===== src/rtl/sd_cmd_tx.sv =====
// sd_cmd_tx: host-side SD CMD-line transmitter.
// Serializes one 48-bit command token (start, transmission, index, argument,
// CRC7, end) MSB first, paced by bit_en, then holds CMD released for GAP_BITS
// bit periods before reporting done.
// Ports:
//   clk, reset     system clock, asynchronous active-high reset
//   bit_en         one-cycle strobe per SD clock period
//   start          command request, honoured only while idle
//   cmd_index/arg  token contents, captured on an accepted start
//   cmd_out/oe     serial data and output enable to the CMD pad
//   busy           high from accepted start until done
//   done           one-cycle pulse once token and gap have completed
module sd_cmd_tx #(
    parameter int unsigned GAP_BITS = 8
) (
    input  logic        clk,
    input  logic        reset,
    input  logic        bit_en,
    input  logic        start,
    input  logic [5:0]  cmd_index,
    input  logic [31:0] cmd_arg,
    output logic        cmd_out,
    output logic        cmd_oe,
    output logic        busy,
    output logic        done
);

    localparam int unsigned SR_W  = 40;
    localparam int unsigned CRC_W = 7;
    localparam int unsigned CNT_W = 6;
    localparam int unsigned GAP_W = $clog2(GAP_BITS + 1);

    typedef enum logic [1:0] {
        IDLE,
        LOAD,
        SEND,
        GAP
    } state_t;

    state_t             state_q, state_d;
    logic [SR_W-1:0]    sr_q, sr_d;
    logic [CRC_W-1:0]   crc_q, crc_d;
    logic [CNT_W-1:0]   cnt_q, cnt_d;
    logic [GAP_W-1:0]   gap_q, gap_d;
    logic               out_q, out_d;
    logic               oe_q, oe_d;
    logic               busy_q, busy_d;
    logic               done_q, done_d;

    // CRC7 (x^7 + x^3 + 1) advanced by the frame bit currently leaving the shift register
    logic               crc_fb;
    logic [CRC_W-1:0]   crc_next;

    assign crc_fb   = crc_q[6] ^ sr_q[SR_W-1];
    assign crc_next = {crc_q[5:3], crc_q[2] ^ crc_fb, crc_q[1:0], crc_fb};

    // State and datapath registers
    always_ff @(posedge clk or posedge reset) begin
        if (reset) begin
            state_q <= IDLE;
            sr_q    <= '0;
            crc_q   <= '0;
            cnt_q   <= '0;
            gap_q   <= '0;
            out_q   <= 1'b1;
            oe_q    <= 1'b0;
            busy_q  <= 1'b0;
            done_q  <= 1'b0;
        end else begin
            state_q <= state_d;
            sr_q    <= sr_d;
            crc_q   <= crc_d;
            cnt_q   <= cnt_d;
            gap_q   <= gap_d;
            out_q   <= out_d;
            oe_q    <= oe_d;
            busy_q  <= busy_d;
            done_q  <= done_d;
        end
    end

    // Next-state and output logic
    always_comb begin
        state_d = state_q;
        sr_d    = sr_q;
        crc_d   = crc_q;
        cnt_d   = cnt_q;
        gap_d   = gap_q;
        out_d   = out_q;
        oe_d    = oe_q;
        busy_d  = busy_q;
        done_d  = 1'b0;

        case (state_q)
            IDLE: begin
                // Capture is independent of bit_en so the token is frozen immediately
                if (start) begin
                    sr_d    = {1'b0, 1'b1, cmd_index, cmd_arg};
                    crc_d   = '0;
                    busy_d  = 1'b1;
                    state_d = LOAD;
                end
            end

            LOAD: begin
                if (bit_en) begin
                    out_d   = sr_q[SR_W-1];
                    oe_d    = 1'b1;
                    crc_d   = crc_next;
                    sr_d    = {sr_q[SR_W-2:0], 1'b0};
                    cnt_d   = CNT_W'(47);
                    state_d = SEND;
                end
            end

            SEND: begin
                if (bit_en) begin
                    if (cnt_q == '0) begin
                        // End bit has had its full period; release the line
                        out_d   = 1'b1;
                        oe_d    = 1'b0;
                        gap_d   = GAP_W'(GAP_BITS);
                        state_d = GAP;
                    end else begin
                        // cnt_q is the bit on the wire; the bit driven now is cnt_q-1
                        cnt_d = cnt_q - CNT_W'(1);
                        if (cnt_q > CNT_W'(8)) begin
                            out_d = sr_q[SR_W-1];
                            crc_d = crc_next;
                            sr_d  = {sr_q[SR_W-2:0], 1'b0};
                        end else if (cnt_q > CNT_W'(1)) begin
                            out_d = crc_q[CRC_W-1];
                            crc_d = {crc_q[CRC_W-2:0], 1'b0};
                        end else begin
                            out_d = 1'b1;
                        end
                    end
                end
            end

            GAP: begin
                if (bit_en) begin
                    gap_d = gap_q - GAP_W'(1);
                    if (gap_q == GAP_W'(1)) begin
                        done_d  = 1'b1;
                        busy_d  = 1'b0;
                        state_d = IDLE;
                    end
                end
            end

            default: state_d = IDLE;
        endcase
    end

    assign cmd_out = out_q;
    assign cmd_oe  = oe_q;
    assign busy    = busy_q;
    assign done    = done_q;

endmodule


===== config.mk =====
export PLATFORM = sky130hd
export DESIGN_NAME = sd_cmd_tx
export DESIGN_NICKNAME = d
export VERILOG_FILES = /design/src/rtl/sd_cmd_tx.sv
export SDC_FILE = /design/constraint.sdc
export NUM_CORES = 1
export LEC_CHECK = 0
export ABC_AREA = 1
export CAP_MARGIN = 20
export CELL_PAD_IN_SITES_DETAIL_PLACEMENT = 0
export CELL_PAD_IN_SITES_GLOBAL_PLACEMENT = 1
export CORE_MARGIN = 5
export CORE_UTILIZATION = 36
export CTS_CLUSTER_DIAMETER = 200
export DETAILED_ROUTE_END_ITERATION = 6
export PLACE_DENSITY = 0.78
export SYNTH_ARGS = -nofsm -noshare
export SYNTH_HDL_FRONTEND = slang
export SYNTH_SLANG_ARGS = --single-unit

===== constraint.sdc =====
create_clock -name clk -period 2.05 [get_ports clk]
set_clock_uncertainty 0.05 [all_clocks]
set_input_delay 0.41 -clock clk [delete_from_list [all_inputs] [get_ports clk]]
set_output_delay 0.41 -clock clk [all_outputs]
set_load 0.05 [all_outputs]

==> results.py, run 1 <==
metrics = {
    "sta": {
        "slew_viol_final": 0,
        "rsz0062_at_grt": "no",
        "tns_ns": 0,
        "postLayoutSetupSlackWorst_ns": 0.110,
        "worst_pin_slew_ns": 0.492,
        "period_share_pct": 94.7,
        "fin_crit_ns": 1.94,
        "hold_violations": 0,
        "setup_violations": 0,
        "slew_headroom_pct": 67.1,
        "fmaxAchievable_mhz": 515,
    },
    "setup_path": {
        "reg2reg_slack_ns": 0.24,
        "crit_end": "cmd_oe",
        "crit_family": "buffers and inverters",
        "startpoint": "cmd_oe",
        "cp_cell_sequence": "clkdlybuf4s50_1",
        "path_depth": 1,
        "worstPathRequired_ns": 1.59,
        "path_max_fanout": 2,
        "setup.worst_path.class": "flop to output port",
        "crit_buf_inv": 1,
        "ff2ff_path_depth": 8,
        "critPathCaptureType": "output port",
        "r2r-start": "cnt_q[0]",
        "crit_slowest_cell": "clkdlybuf4s50_1",
        "critical_path_arrival_ns": 1.48,
        "r2r_end": "crc_q[3]",
        "critPathLaunchType": "flop",
        "critPathMaxStageDelay_ns": 0.80,
    },
    "floorplanning": {
        "die_h_um": 107,
        "num_rows": 35,
        "start_util_pct": 36.8,
        "die_w_um": 107,
        "pin_count": 46,
        "fp.coreArea_mm2": 0.00924,
        "dieArea_mm2": 0.0115,
    },
    "clocking": {
        "cts.clk_slew.worst_paths_ns": 0.07,
        "cts_tree": "done",
        "htreeDepth": 3,
        "cts_max_path_buffers": 2,
        "root_buffer": "clkbuf_8",
        "cts_buffers": 9,
        "cts_sinks": 63,
        "worstSkewPairLatency_ns": 0.34,
    },
    "placement": {
        "place.gp.congestion": 0.811,
        "dpl.hpwl_mm": 5.18,
        "dp.cells": 652,
        "io_buffers": 45,
        "place_ws_ns": 0.152,
    },
    "layout": {
        "fill_cells": 964,
        "nNetsFinal": 584,
        "drive_above_1_share_pct": 7.98,
        "ff_latch_area_mm2": 0.00158,
        "syn_to_final_growth_pct": 26.7,
        "multi_input_area_mm2": 0.00159,
        "diodes": 0,
        "instances_no_fill": 668,
    },
    "pwr": {
        "ir_drop_mv": 0.672,
        "power_density_mw_per_mm2": 1650,
        "p_leak_uw": 0.00227,
    },
    "logic_synthesis": {
        "synth_seq_cells": 63,
        "ys_top_cells_by_count": "nand2_1, dfrtp_1, inv_1, nor2_1, o21ai_0",
        "syn_inst": 482,
        "synthTopCellsByArea": "dfrtp_1, nand2_1, inv_1",
        "synth_top_area_share_pct": 45.7,
        "synth_most_common_cell": "nand2_1",
        "synth_area_mm2": 0.00340,
        "yosysSeqAreaShare_pct": 46.5,
        "synth-edff-count": 0,
        "syn_nets": 532,
        "ys.flop_type": "dfrtp_1",
        "avgSynthCellArea_um2": 7.05,
        "async_flop_share_pct": 100,
        "yosysTopAreaCell": "dfrtp_1",
        "yosysWarnings": 0,
        "synth_cell_type_count": 27,
    },
    "global_routing": {
        "gr-usage-all-layers_pct": 13.6,
        "antenna_found_initial": 0,
        "grt_max_degree": 41,
        "grt-ovfl-total": 0,
        "grt_pass1_wl_mm": 12.7,
        "grt_pass1_vias": 2866,
    },
    "status": {
        "status": "finished, final reports clean",
    },
    "routing": {
        "drt-vias-per-instance": 4.41,
        "drc": 0,
        "routed_wl_mm": 7.36,
        "first_pass_iters": 4,
        "num_vias": 2946,
        "wl_per_cell_um": 11.0,
        "drtIter0Drc": 83,
        "ant_nets": 0,
    },
    "run": {
        "drv_cap": 0,
    },
    "hold_path": {
        "hold_path.class": "primary input to async pin",
    },
}
==> layout make-up <==
type                    count  area share (%)
well taps                 129            3.75
repair buffers             58            14.1
clock inverters             5            1.86
inverters                  36            3.14
clock buffers              11            3.52
flip-flops and latches     63            36.7
multi-input cells         366            36.9
==> layout by cell type (no fill, tap or decap), types with 4 or more instances in the layout <==
master,n
nand2_1,281
dfrtp_1,62
clkdlybuf4s50_1,44
inv_1,33
nor2_1,20
o21ai_0,19
nand3_1,11
clkbuf_8,11
buf_4,9
ha_1,7
a21oi_1,6
buf_12,5
xor2_1,4
==> power by group <==
| group | internal [µW] | total, µW | switching [µW] |
|---|---|---|---|
| Clock | 749 | 1240 | 493 |
| Sequential | 1780 | 2050 | 274 |
| Combinational | 1390 | 3810 | 2420 |
==> per-layer routing <==
layer  part of all wire (%)  vias up  global-route usage, %
met5                      0        -                      0
met4                   0.77        0                   3.29
met3                    3.9        7                   4.21
met2                     47       46                   21.9
met1                     49     1332                   17.7
li1                       -     1561                      -
==> worst reg2reg max path: stages (launching register included) <==
cell	delay [ns]
dfrtp_1	0.39
inv_1	0.08
ha_1	0.28
or2_2	0.33
nand4_1	0.10
nand3_2	0.12
nor2_2	0.25
nand2_1	0.09
nand2_1	0.07
==> how the worst min path moves through the flow <==
| stage | start | endpoint | slack, ns | cells after the start |
|---|---|---|---|---|
| after floorplan | sr_q[10] | sr_q[10] | 0.40 | 2 |
| after global placement | cmd_out | cmd_out | 0.41 | 2 |
| after detailed placement | busy | busy | 0.41 | 2 |
| after CTS | reset | gap_q[3] | 0.35 | 2 |
| after global routing | reset | sr_q[15] | 0.37 | 2 |
| final | reset | gap_q[2] | 0.35 | 2 |
==> per-stage QoR <==
| stage | hold WS (ns) | util, % | area [µm²] | power, µW |
|---|---|---|---|---|
| global placement | 0.406 | 44.0 | 4070 | 5890 |
| detailed placement | 0.408 | 44.0 | 4070 | 5950 |
| finish | 0.351 | 46.6 | 4300 | 7110 |
| global route | 0.371 | 46.6 | 4300 | 7850 |
| CTS | 0.345 | 46.5 | 4300 | 7220 |
| floorplan | 0.399 | - | 3400 | 4880 |
==> repair_timing <==
item | CTS | global route
setup endpoints to repair | 0 | 4
buffers inserted | 0 | 0
gates resized for setup | 0 | 1
hold buffers | 0 | 0
==> cells by family (layout without fill, tap and decap cells) <==
group,Yosys count,after routing,share of synthesized area (%)
buffers and inverters,53,110,6.85
DFF,63,63,46.5
AOI/OAI and AO/OA,28,28,4.27
adders and majority gates,8,8,2.95
and+or+nand+nor,326,326,38.4
xor gates and xnor gates,4,4,1.03
==> flip-flops by register name (all words and copies together) (netlist names) <==
| name | flops |
|---|---|
| done | 1 |
| gap_q | 4 |
| crc_q | 7 |
| cmd_oe | 1 |
| sr_q | 40 |
| cnt_q | 6 |
| cmd_out | 1 |
| busy | 1 |
| state_q | 2 |
(Power assumes the default switching activity.)
==> run 2: changes to the inputs <==
Settings changed: CORE_UTILIZATION 36 to 41, DONT_BUFFER_PORTS set to 1, PLACE_DENSITY 0.78 to 0.76.
==> run 2 against run 1 <==
Against the previous run: first-iteration DRC count grew 51%; cell count decreased by 10%; flip-flop and latch count did not move; hold slack worse by 0.17 ns; clock power down 15%; critical path depth increased by 8; die area decreased by 11%; critical endpoint is now cnt_q[3]; largest cell class unchanged; highest routed layer unchanged.
==> results.py, run 2 (synthesis gave the netlist of run 1 again) <==
metrics = {
    "setup_path": {
        "ff2ff_path_depth": 9,
        "r2r-start": "state_q[0]",
        "critical_path_arrival_ns": 1.98,
        "path_max_fanout": 9,
        "r2r_end": "cnt_q[3]",
        "reg2reg_slack_ns": 0.23,
        "setup.worst_path.class": "flop to flop",
        "critPathLaunchType": "flop",
        "critPathCaptureType": "flop",
        "worstPathRequired_ns": 2.21,
    },
    "clocking": {
        "cts_sinks": 63,
        "cts_max_path_buffers": 2,
        "root_buffer": "clkbuf_8",
        "cts.clk_slew.worst_paths_ns": 0.07,
        "cts_tree": "done",
        "worstSkewPairLatency_ns": 0.33,
        "post_cts_buffers": 0,
        "cts_buffers": 9,
        "htreeDepth": 3,
    },
    "floorplanning": {
        "pin_count": 46,
        "start_util_pct": 41.7,
        "die_h_um": 101,
        "dieArea_mm2": 0.0102,
        "num_rows": 33,
        "die_w_um": 101,
        "fp.coreArea_mm2": 0.00813,
    },
    "pwr": {
        "p_sw_share_pct": 46.3,
        "pwr-share-comb_pct": 53.1,
        "ir_drop_mv": 0.640,
        "p_clk_share_pct": 15.6,
        "power_density_mw_per_mm2": 1810,
        "power.switching_uw": 3160,
        "internal_power_uw": 3660,
        "pwr-share-seq_pct": 31.3,
        "p_leak_uw": 0.00208,
    },
    "sta": {
        "period_share_pct": 88.6,
        "hold_violations": 0,
        "slew_viol_final": 0,
        "rsz0062_at_grt": "no",
        "tns_ns": 0,
        "worst_pin_slew_ns": 0.475,
        "setup_violations": 0,
        "slew_headroom_pct": 68.3,
        "fmaxAchievable_mhz": 551,
        "fin_crit_ns": 1.82,
    },
    "routing": {
        "num_vias": 2790,
        "drc": 0,
        "drtIter0Drc": 125,
        "drt-vias-per-instance": 4.66,
        "ant_nets": 0,
        "wl_per_cell_um": 11.9,
        "first_pass_iters": 5,
        "routed_wl_mm": 7.14,
    },
    "hold_path": {
        "min_from": "cmd_arg[0]",
        "whs_path_depth": 2,
        "hold_path.class": "primary input to flop",
        "holdPathEnd": "sr_q[0]",
    },
    "global_routing": {
        "grt_pass1_vias": 2722,
        "antenna_found_initial": 0,
        "gr-usage-all-layers_pct": 14.9,
        "grt_max_degree": 45,
        "grt-ovfl-total": 0,
        "grt_pass1_wl_mm": 12.1,
    },
    "layout": {
        "nNetsFinal": 539,
        "drive_above_1_share_pct": 7.89,
        "diodes": 0,
        "largest_register_ffs": 40,
        "biggestRegsByFlops": "sr_q (40), crc_q (7), cnt_q (6)",
        "largest_register": "sr_q",
        "syn_to_final_growth_pct": 11.1,
        "fin_util_pct": 46.4,
        "final_common_cell": "nand2_1",
        "final_cell_mix": "nand2_1, dfrtp_1, inv_1",
    },
    "run": {
        "drv_cap": 0,
    },
    "status": {
        "status": "finished, final reports clean",
    },
    "placement": {
        "place.gp.congestion": 0.792,
        "io_buffers": 0,
        "dpl.hpwl_mm": 4.87,
    },
}
run 2: changes by cell type in the layout (fill, tap and decap cells not counted), sizes merged:
cell | before | now
dlygate4sd3 | 0 | 1
clkdlybuf4s50 | 44 | 0
bufinv | 2 | 1
clkinvlp | 2 | 0
clkinv | 2 | 4
buf | 14 | 12
clkbuf | 11 | 12
run 2: what timing repair did:
action,4_1_cts,5_1_grt
hold buffers,1,0
endpoints found under the setup margin,0,12
endpoints found under the hold margin,18,0
resized for setup,0,1
run 2: worst max-delay path by stage:
stage                           from  endpoint  slack [ns]  depth (start not counted)
after floorplan                reset      busy        0.02                          1
after global placement    state_q[0]  sr_q[29]        0.20                         10
after detailed placement  state_q[0]  cnt_q[3]        0.12                          7
after CTS                 state_q[0]  cnt_q[3]        0.10                          7
after global routing        cnt_q[0]  sr_q[17]        0.06                         10
final                     state_q[0]  cnt_q[3]        0.23                          9
run 2: worst max-delay path, stage by stage, from the launching register on:
cell     delay (ns)
dfrtp_1        0.41
inv_1          0.09
ha_2           0.32
nor2_8         0.09
nor2_2         0.17
nor2_1         0.09
nand2_1        0.15
inv_1          0.13
o21ai_0        0.09
o21ai_0        0.11
run 2: final cells by class:
class | instances | area (µm²)
Multi-Input combinational cell | 366 | 1590
Clock inverter | 4 | 45.0
Fill cell | 841 | 4360
Tap cell | 105 | 131
Sequential cell | 63 | 1580
Timing Repair Buffer | 13 | 150
Inverter | 36 | 135
Clock buffer | 12 | 145
run 2: through the flow:
step           setup slack, ns  hold WS [ns]  std cells  cell area [µm²]  power [µW]
3_5_place_dp             0.124         0.282        582             3570        5830
3_3_place_gp             0.197         0.276        582             3570        5770
6_report                 0.234         0.185        599             3770        6820
2_1_floorplan           0.0219         0.399        482             3400        4880
5_1_grt                 0.0627         0.197        599             3770        7580
4_1_cts                  0.104         0.166        599             3770        6950
run 2: layer usage:
metal	GRT usage, %	part of all wire, %	vias up
met5	0	0	-
met4	5.01	1.3	0
met3	4.36	4.0	8
met2	24.5	47	49
met1	18.7	47	1259
li1	-	-	1474
run 2: power by group through the flow:
stage	sequential, µW	clock (µW)	combinational [µW]
global route	2200	1160	4220
finish	2130	1060	3620
detailed placement	2140	0	3690
CTS	2130	1110	3710
floorplan	2080	0	2810
global placement	2130	0	3640
==> run 3: changes to the inputs <==
Settings changed: HOLD_SLACK_MARGIN set to 0.1.
==> results of run 3 <==
Final layout, timing and power as in run 2 (identical DEF).
